File: config.mk
export PLATFORM = sky130hd
export DESIGN_NAME = mem_arbiter_32
export DESIGN_NICKNAME = d
export VERILOG_FILES = /design/src/rtl/mem_arbiter_32_pkg.sv /design/src/rtl/mem_arbiter_32_rr.sv /design/src/rtl/mem_arbiter_32.sv
export SDC_FILE = /design/constraint.sdc
export NUM_CORES = 1
export LEC_CHECK = 0
export CAP_MARGIN = 0
export CELL_PAD_IN_SITES_DETAIL_PLACEMENT = 1
export CELL_PAD_IN_SITES_GLOBAL_PLACEMENT = 1
export CORE_ASPECT_RATIO = 0.7
export CORE_UTILIZATION = 30
export DETAILED_ROUTE_END_ITERATION = 10
export PLACE_DENSITY_LB_ADDON = 0.05
export SYNTH_ARGS = -nofsm -noshare
export SYNTH_HDL_FRONTEND = slang
export SYNTH_SLANG_ARGS = --single-unit
File: constraint.sdc
create_clock -name clock -period 4.63 [get_ports clock]
set_input_delay 0.463 -clock clock [delete_from_list [all_inputs] [get_ports clock]]
set_output_delay 0.463 -clock clock [all_outputs]
set_load 0.05 [all_outputs]
File: src/rtl/mem_arbiter_32_pkg.sv
// Shared types and constants for the instruction/data memory arbiter.
package mem_arbiter_32_pkg;

  localparam int unsigned WORD_W = 32;

  typedef enum logic [1:0] {
    IDLE   = 2'd0,
    ACCESS = 2'd1,
    DONE   = 2'd2
  } state_t;

  localparam logic REQ_IF = 1'b0;
  localparam logic REQ_DM = 1'b1;

  // Latency countdown width; never narrower than one bit.
  function automatic int unsigned cnt_width(input int unsigned lat);
    return (lat > 1) ? $clog2(lat) : 1;
  endfunction

endpackage

File: src/rtl/mem_arbiter_32_rr.sv
// Two-way round-robin grant: ties go to the requester that did not win last.
module rr_arbiter_2
  import mem_arbiter_32_pkg::*;
(
  input  logic       req_if,
  input  logic       req_dm,
  input  logic       enable,
  input  logic       last_grant,
  output logic [1:0] grant
);

  always_comb begin
    grant = '0;
    if (enable) begin
      if (req_if && req_dm) begin
        if (last_grant == REQ_DM) grant = 2'b01;
        else                      grant = 2'b10;
      end else if (req_if) begin
        grant = 2'b01;
      end else if (req_dm) begin
        grant = 2'b10;
      end
    end
  end

endmodule

File: src/rtl/mem_arbiter_32.sv
// Shares one single-ported memory between instruction fetch and load/store,
// one transaction at a time, with round-robin on simultaneous requests.
module mem_arbiter_32
  import mem_arbiter_32_pkg::*;
#(
  parameter int unsigned LATENCY = 1
) (
  input  logic                clock,
  input  logic                reset,
  input  logic                if_req,
  input  logic [WORD_W-1:0]   if_addr,
  output logic                if_ack,
  output logic [WORD_W-1:0]   if_rdata,
  output logic                if_err,
  input  logic                dm_req,
  input  logic                dm_we,
  input  logic [WORD_W-1:0]   dm_addr,
  input  logic [WORD_W-1:0]   dm_wdata,
  output logic                dm_ack,
  output logic [WORD_W-1:0]   dm_rdata,
  output logic                dm_err,
  output logic [WORD_W-1:0]   mem_address,
  output logic [WORD_W-1:0]   mem_data,
  output logic                mem_read,
  output logic                mem_write,
  input  logic [WORD_W-1:0]   mem_rdata,
  input  logic                mem_err
);

  localparam int unsigned       CNT_W    = cnt_width(LATENCY);
  localparam logic [CNT_W-1:0]  CNT_LOAD = CNT_W'(LATENCY - 1);

  state_t              state;
  logic                owner;
  logic                we_l;
  logic                last_grant;
  logic [WORD_W-1:0]   addr_l;
  logic [WORD_W-1:0]   wdata_l;
  logic [WORD_W-1:0]   rdata_r;
  logic                err_r;
  logic [CNT_W-1:0]    cnt;
  logic [1:0]          grant;
  logic                arb_en;
  logic                in_access;
  logic                in_done;

  assign arb_en = (state == IDLE);

  rr_arbiter_2 u_rr (
    .req_if     (if_req),
    .req_dm     (dm_req),
    .enable     (arb_en),
    .last_grant (last_grant),
    .grant      (grant)
  );

  always_ff @(posedge clock or posedge reset) begin
    if (reset) begin
      state      <= IDLE;
      owner      <= REQ_IF;
      we_l       <= 1'b0;
      last_grant <= REQ_DM;
      addr_l     <= '0;
      wdata_l    <= '0;
      rdata_r    <= '0;
      err_r      <= 1'b0;
      cnt        <= '0;
    end else begin
      case (state)
        IDLE: begin
          if (|grant) begin
            owner      <= grant[1];
            last_grant <= grant[1];
            cnt        <= CNT_LOAD;
            state      <= ACCESS;
            if (grant[1]) begin
              addr_l  <= dm_addr;
              wdata_l <= dm_wdata;
              we_l    <= dm_we;
            end else begin
              addr_l  <= if_addr;
              wdata_l <= '0;
              we_l    <= 1'b0;
            end
          end
        end
        ACCESS: begin
          if (cnt == '0) begin
            rdata_r <= we_l ? '0 : mem_rdata;
            err_r   <= mem_err;
            state   <= DONE;
          end else begin
            cnt <= cnt - 1'b1;
          end
        end
        DONE:    state <= IDLE;
        default: state <= IDLE;
      endcase
    end
  end

  // Outputs decode only state and latched values, never live inputs.
  assign in_access   = (state == ACCESS);
  assign in_done     = (state == DONE);
  assign mem_read    = in_access & ~we_l;
  assign mem_write   = in_access & we_l;
  assign mem_address = addr_l;
  assign mem_data    = wdata_l;

  assign if_ack   = in_done & (owner == REQ_IF);
  assign dm_ack   = in_done & (owner == REQ_DM);
  assign if_rdata = if_ack ? rdata_r : '0;
  assign if_err   = if_ack & err_r;
  assign dm_rdata = dm_ack ? rdata_r : '0;
  assign dm_err   = dm_ack & err_r;

endmodule

==> results of run 1 <==
-- area by class of cell --
class                      instances  area (um^2)  area share
timing repair buffer             275         2733      0.3411
sequential                       102         2554      0.3188
multi-input combinational        342         2115      0.2639
tap                              220        275.3     0.03436
clock buffer                      10        239.0     0.02983
clock inverter                     6        75.07    0.009371
inverter                           5        21.27    0.002655
-- kinds of logic (layout without fill, tap and decap cells) --
kind of cell,after synthesis,count (layout)
AOI/OAI and AO/OA,132,132
buffers and inverters,54,296
DFF,102,102
and+or+nand+nor,210,210
-- worst paths after layout --
kind	startpoint	endpoint	slack (ns)	cells past startpoint
min in group asynchronous	reset	rdata_r[20]	0.70	2
setup reg to reg	last_grant	mem_data[18]	2.10	4
hold reg to reg	rdata_r[18]	rdata_r[18]	0.50	2
max in group asynchronous	reset	mem_data[8]	2.96	3
hold / removal	rdata_r[18]	rdata_r[18]	0.50	2
setup / recovery	state[0]	dm_rdata[20]	1.38	3
-- worst min-delay path, cell delays in order, from the launching register on --
cell	delay, ns
dfrtp_1	0.35
nand2_1	0.05
o21ai_0	0.06
-- layer usage --
metal,track usage,vias to the layer above,wire [um]
li1,-,2230,-
met1,0.2741,2341,7913
met2,0.3578,172,8473
met3,0.07114,12,1425
met4,0.04950,0,177
met5,0,-,0
-- where the power goes --
group,switching (mW),internal [mW],leakage (nW),total (mW)
clock,0.359,0.443,0.152,0.802
sequential,0.298,1.28,1.29,1.58
combinational,2.01,1.02,2.00,3.03
-- metrics by stage --
step | setup WS (ns) | std cells | hold WS, ns | power, mW
final | 1.377 | 960 | 0.4964 | 5.414
after global routing | 1.149 | 960 | 0.5271 | 5.738
after CTS | 1.319 | 960 | 0.5014 | 5.479
after detailed placement | 1.566 | 944 | 0.4866 | 4.652
after global placement | 1.664 | 944 | 0.4769 | 4.570
after floorplan | 1.493 | 498 | 0.4511 | 3.548
-- registers in the layout (all words and copies together), names as in the netlist --
name / cells
mem_data: 32
rdata_r: 32
err_r: 1
mem_address: 32
owner: 1
state: 2
we_l: 1
last_grant: 1
-- synth_stat cells --
library cell  instances  share of area
a21o_1                1         0.0015
a22o_1               33          0.059
a31oi_1               1         0.0013
and2_1               67          0.085
and3_1               32          0.041
and3b_1               1         0.0018
buf_2                 7         0.0071
buf_6                 4         0.0092
clkbuf_1             38          0.029
dfrtp_1             101           0.52
dfstp_2               1         0.0054
inv_1                 5         0.0038
nand2_1              69          0.053
nand2b_1              1         0.0013
nand3b_1             32          0.049
nor2_1                4         0.0031
nor2_4                1         0.0023
nor3b_2               1         0.0026
nor3b_4               1         0.0038
o2111ai_1            32          0.057
o21ai_0              62          0.063
o21ai_1               2         0.0020
o21ai_2               1         0.0018
or2_2                 1         0.0013
==> results.sh, run 1 <==
export IMPL_port_buffers=267
export IMPL_path_cells="and3b_1 -> and2_1 -> clkdlybuf4s50_1"
export IMPL_yosysWarnings=0
export IMPL_antenna_found_initial=0
export IMPL_synthCells=498
export IMPL_vias=4755
export IMPL_numCtsBuffers=9
export IMPL_clock_skew_ns=0.008995
export IMPL_crit_family="simple AND/OR/NAND/NOR gates"
export IMPL_start_kind="register"
export IMPL_critPathArrivalTime_ns=2.79
export IMPL_finalCriticalPeriod_ns=3.253
export IMPL_drt_pass1_iter_count=4
export IMPL_drtIter0Drc=170
export IMPL_synthToLayoutAreaGrowth_pct=63.34
export IMPL_drtAntennaViolNets=0
export IMPL_hold_viol_final=0
export IMPL_critPathRequiredTime_ns=4.17
export IMPL_drive_above_1_share=0.04459
export IMPL_grt_first_pass_wirelength_um=27980
export IMPL_grt_pass1_vias=4893
export IMPL_worst_path_largest_cell_delay_ns=0.90
export IMPL_synth_fa_ha_area_frac=0
export IMPL_postLayoutCellArea_um2=8011
export IMPL_die_w_um=154.8
export IMPL_clk_path_buf_depth=2
export IMPL_viasPerCell=4.953
export IMPL_drc_errors=0
export IMPL_insertion_delay_ns=0.35
export IMPL_hold_buffers=0
export IMPL_final_util=0.5091
export IMPL_seq_area_frac_synth=0.5207
export IMPL_synthesis_nets=632
export IMPL_nFillCells=1704
export IMPL_synthSimpleGateAreaFrac=0.2441
export IMPL_clk_pin_slew_ns=0.07
export IMPL_dp_hpwl_um=12400
export IMPL_final_cell_mix="clkdlybuf4s50_1 (267), dfrtp_1 (101), nand2_1 (69)"
export IMPL_grt_max_degree=73
export IMPL_grt_use_total=0.2158
export IMPL_ioPinCount=268
export IMPL_path_max_fanout=34
export IMPL_placed_area_um2=7697
export IMPL_avgRoutedWirePerCell_um=18.74
export IMPL_syn_cell_area_um2=4905
export IMPL_leakagePower_nw=3.446
export IMPL_synth_distinct_cells=24
export IMPL_htreeDepth=3
export IMPL_cts_resized=0
export IMPL_maxSlewHeadroom=0.09292
export IMPL_worst_pin_slew_ns=1.359
export IMPL_core_um2=15740
export IMPL_setup_tns_ns=0
export IMPL_final_max_slew_viol_count=0
export IMPL_critPathBufInv=1
export IMPL_ys_ff_latch=102
export IMPL_clock_fmax_mhz=307.4
export IMPL_cts_root_buf="clkbuf_16"
export IMPL_yosys_area_share_xor_xnor=0
export IMPL_crit_slowest_cell="and3b_1"
export IMPL_cts_tree="yes"
export IMPL_powerDensity_nw_per_um2=675.7
export IMPL_cts_setup_buffers=0
export IMPL_max_cap_violations=0
export IMPL_worstHoldPathType="reg -> reg"
export IMPL_setup_viol=0
export IMPL_start_util=0.3117
export IMPL_num_rows=38
export IMPL_critPathKind="reg -> out"
export IMPL_rsz0062_at_grt="no"
export IMPL_fin_crit_sh=0.7025
export IMPL_die_h_um=109.0
export IMPL_synth_top_family_by_area="simple AND/OR/NAND/NOR gates"
export IMPL_status="completed"
export IMPL_grt_ovfl_total=0
export IMPL_cts_sinks=102
export IMPL_synth_compound_area_share=0.1860
export IMPL_final_common_cell="clkdlybuf4s50_1"
export IMPL_peakVddDrop_uv=286.8
export IMPL_avgSynthCellArea_um2=9.849
export IMPL_synthMuxAreaShare=0
export IMPL_routed_wl_um=17990
export IMPL_critPathCaptureType="output pin"
export IMPL_die_area_um2=16870
export IMPL_place_congestion=0.7937
export IMPL_antennaDiodeCount=0
export IMPL_nets=869
Power figures use the tool's default switching activity.
==> inputs of run 2 (changes only) <==
--- a/config.mk
+++ b/config.mk
@@ -9,7 +9,7 @@
 export CELL_PAD_IN_SITES_DETAIL_PLACEMENT = 1
 export CELL_PAD_IN_SITES_GLOBAL_PLACEMENT = 1
 export CORE_ASPECT_RATIO = 0.7
-export CORE_UTILIZATION = 30
+export CORE_UTILIZATION = 28
 export DETAILED_ROUTE_END_ITERATION = 10
 export PLACE_DENSITY_LB_ADDON = 0.05
 export SYNTH_ARGS = -nofsm -noshare
==> constraint.sdc (replaced) <==
create_clock -name clock -period 3.4 [get_ports clock]
set_input_delay 0.34 -clock clock [delete_from_list [all_inputs] [get_ports clock]]
set_output_delay 0.34 -clock clock [all_outputs]
set_load 0.05 [all_outputs]
==> run 2 against run 1 <==
First-iteration DRC count is 38% higher. Largest power group unchanged. Highest routed layer unchanged. Via count up 0.80%. Cell count rose by 1.4%. Sequential share of layout area decreased by 0.14 points. Non-clock buffer count increased by 3. Clock-buffer cell count down 1. Clock power is 33% higher. Total power increased by 36%. Critical endpoint is now if_rdata[0]. Worst hold slack worse by 0.088 ns.
==> results.sh, run 2 (synthesis gave the netlist of run 1 again) <==
export IMPL_status="completed"
export IMPL_grt_ovfl_total=0
export IMPL_final_max_slew_viol_count=0
export IMPL_power_mw=7.370
export IMPL_place_congestion=0.8110
export IMPL_setup_viol=0
export IMPL_num_rows=40
export IMPL_final_hold_worst_slack_ns=0.4081
export IMPL_grt_max_degree=65
export IMPL_drtAntennaViolNets=0
export IMPL_start_kind="register"
export IMPL_core_um2=17170
export IMPL_worst_path_largest_cell_delay_ns=0.82
export IMPL_postLayoutCellArea_um2=8048
export IMPL_max_cap_violations=0
export IMPL_path_max_fanout=34
export IMPL_numCtsBuffers=9
export IMPL_grt_first_pass_wirelength_um=27790
export IMPL_clock_fmax_mhz=368.4
export IMPL_fin_crit_sh=0.7983
export IMPL_layoutNonFillerInstCount=973
export IMPL_setup_tns_ns=0
export IMPL_routed_wl_um=17900
export IMPL_die_area_um2=18060
export IMPL_drtIter0Drc=235
export IMPL_viasPerCell=4.926
export IMPL_clock_skew_ns=0.01054
export IMPL_worst_pin_slew_ns=1.268
export IMPL_synthToLayoutAreaGrowth_pct=64.08
export IMPL_cts_tree="yes"
export IMPL_rsz0062_at_grt="no"
export IMPL_avgRoutedWirePerCell_um=18.40
export IMPL_insertion_delay_ns=0.35
export IMPL_finalCriticalPeriod_ns=2.714
export IMPL_drive_above_1_share=0.04717
export IMPL_final_common_cell="clkdlybuf4s50_1"
export IMPL_antenna_found_initial=0
export IMPL_clk_path_buf_depth=2
export IMPL_ioPinCount=268
export IMPL_critPathArrivalTime_ns=2.37
export IMPL_crit_slowest_cell="clkdlybuf4s50_1"
export IMPL_leakagePower_nw=3.463
export IMPL_critPathRequiredTime_ns=3.06
export IMPL_clk_pin_slew_ns=0.08
export IMPL_grt_use_total=0.1986
export IMPL_cts_root_buf="clkbuf_16"
export IMPL_critPathKind="reg -> out"
export IMPL_critPathCaptureType="output pin"
export IMPL_antennaDiodeCount=0
export IMPL_die_w_um=160.2
export IMPL_htreeDepth=3
export IMPL_path_cells="nor3b_2 -> buf_4 -> and2_1 -> clkdlybuf4s50_1"
export IMPL_hold_viol_final=0
export IMPL_maxSlewHeadroom=0.1535
export IMPL_placed_area_um2=7746
export IMPL_drc_errors=0
export IMPL_port_buffers=267
export IMPL_start_util=0.2857
export IMPL_drt_pass1_iter_count=4
export IMPL_cts_setup_buffers=0
export IMPL_critPathBufInv=2
export IMPL_cts_sinks=102
export IMPL_dp_cells=958
export IMPL_die_h_um=112.7
export IMPL_peakVddDrop_uv=444.2
export IMPL_cts_resized=0
export IMPL_grt_pass1_vias=4952
export IMPL_worstHoldPathType="in -> async"
export IMPL_final_cell_mix="clkdlybuf4s50_1 (267), dfrtp_1 (101), nand2_1 (69)"
export IMPL_vias=4793
export IMPL_hold_buffers=0
export IMPL_crit_family="buffers and inverters"
export IMPL_dp_hpwl_um=12610
export IMPL_nets=872
export IMPL_powerDensity_nw_per_um2=915.8
[run 2: metrics by stage]
stage | setup slack, ns | utilization
6_report | 0.6856 | 0.4688
5_1_grt | 0.5521 | 0.4688
4_1_cts | 0.6377 | 0.4688
3_5_place_dp | 0.9514 | 0.4512
3_3_place_gp | 1.022 | 0.4512
2_1_floorplan | 0.3862 | -
[run 2: layout make-up]
cell class	instances	area (um^2)
Clock buffer	9	225.2
Sequential cell	102	2554
Clock inverter	6	76.32
Tap cell	231	289.0
Timing Repair Buffer	278	2768
Fill cell	1907	9119
Multi-Input combinational cell	342	2115
Inverter	5	21.27
[run 2: worst paths after layout]
kind                            start           end  slack [ns]  cells past startpoint
max in group asynchronous       reset   rdata_r[28]        2.22                      3
setup reg to reg           last_grant  mem_data[22]        1.20                      5
setup / recovery             state[1]   if_rdata[0]        0.69                      4
min in group clock         rdata_r[3]    rdata_r[3]        0.49                      2
hold / removal                  reset  mem_data[15]        0.41                      2
hold reg to reg            rdata_r[3]    rdata_r[3]        0.49                      2
[run 2: power by group]
group	internal [mW]	switching, mW	total [mW]
combinational	1.40	2.74	4.14
sequential	1.75	0.409	2.16
clock	0.582	0.491	1.07
[run 2: layer usage]
| layer | vias to the layer above | track usage | part of all wire |
|---|---|---|---|
| met5 | - | 0 | 0 |
| met1 | 2346 | 0.2573 | 0.44 |
| met4 | 0 | 0.06286 | 0.023 |
| met2 | 189 | 0.3162 | 0.46 |
| li1 | 2231 | - | - |
| met3 | 27 | 0.06305 | 0.078 |
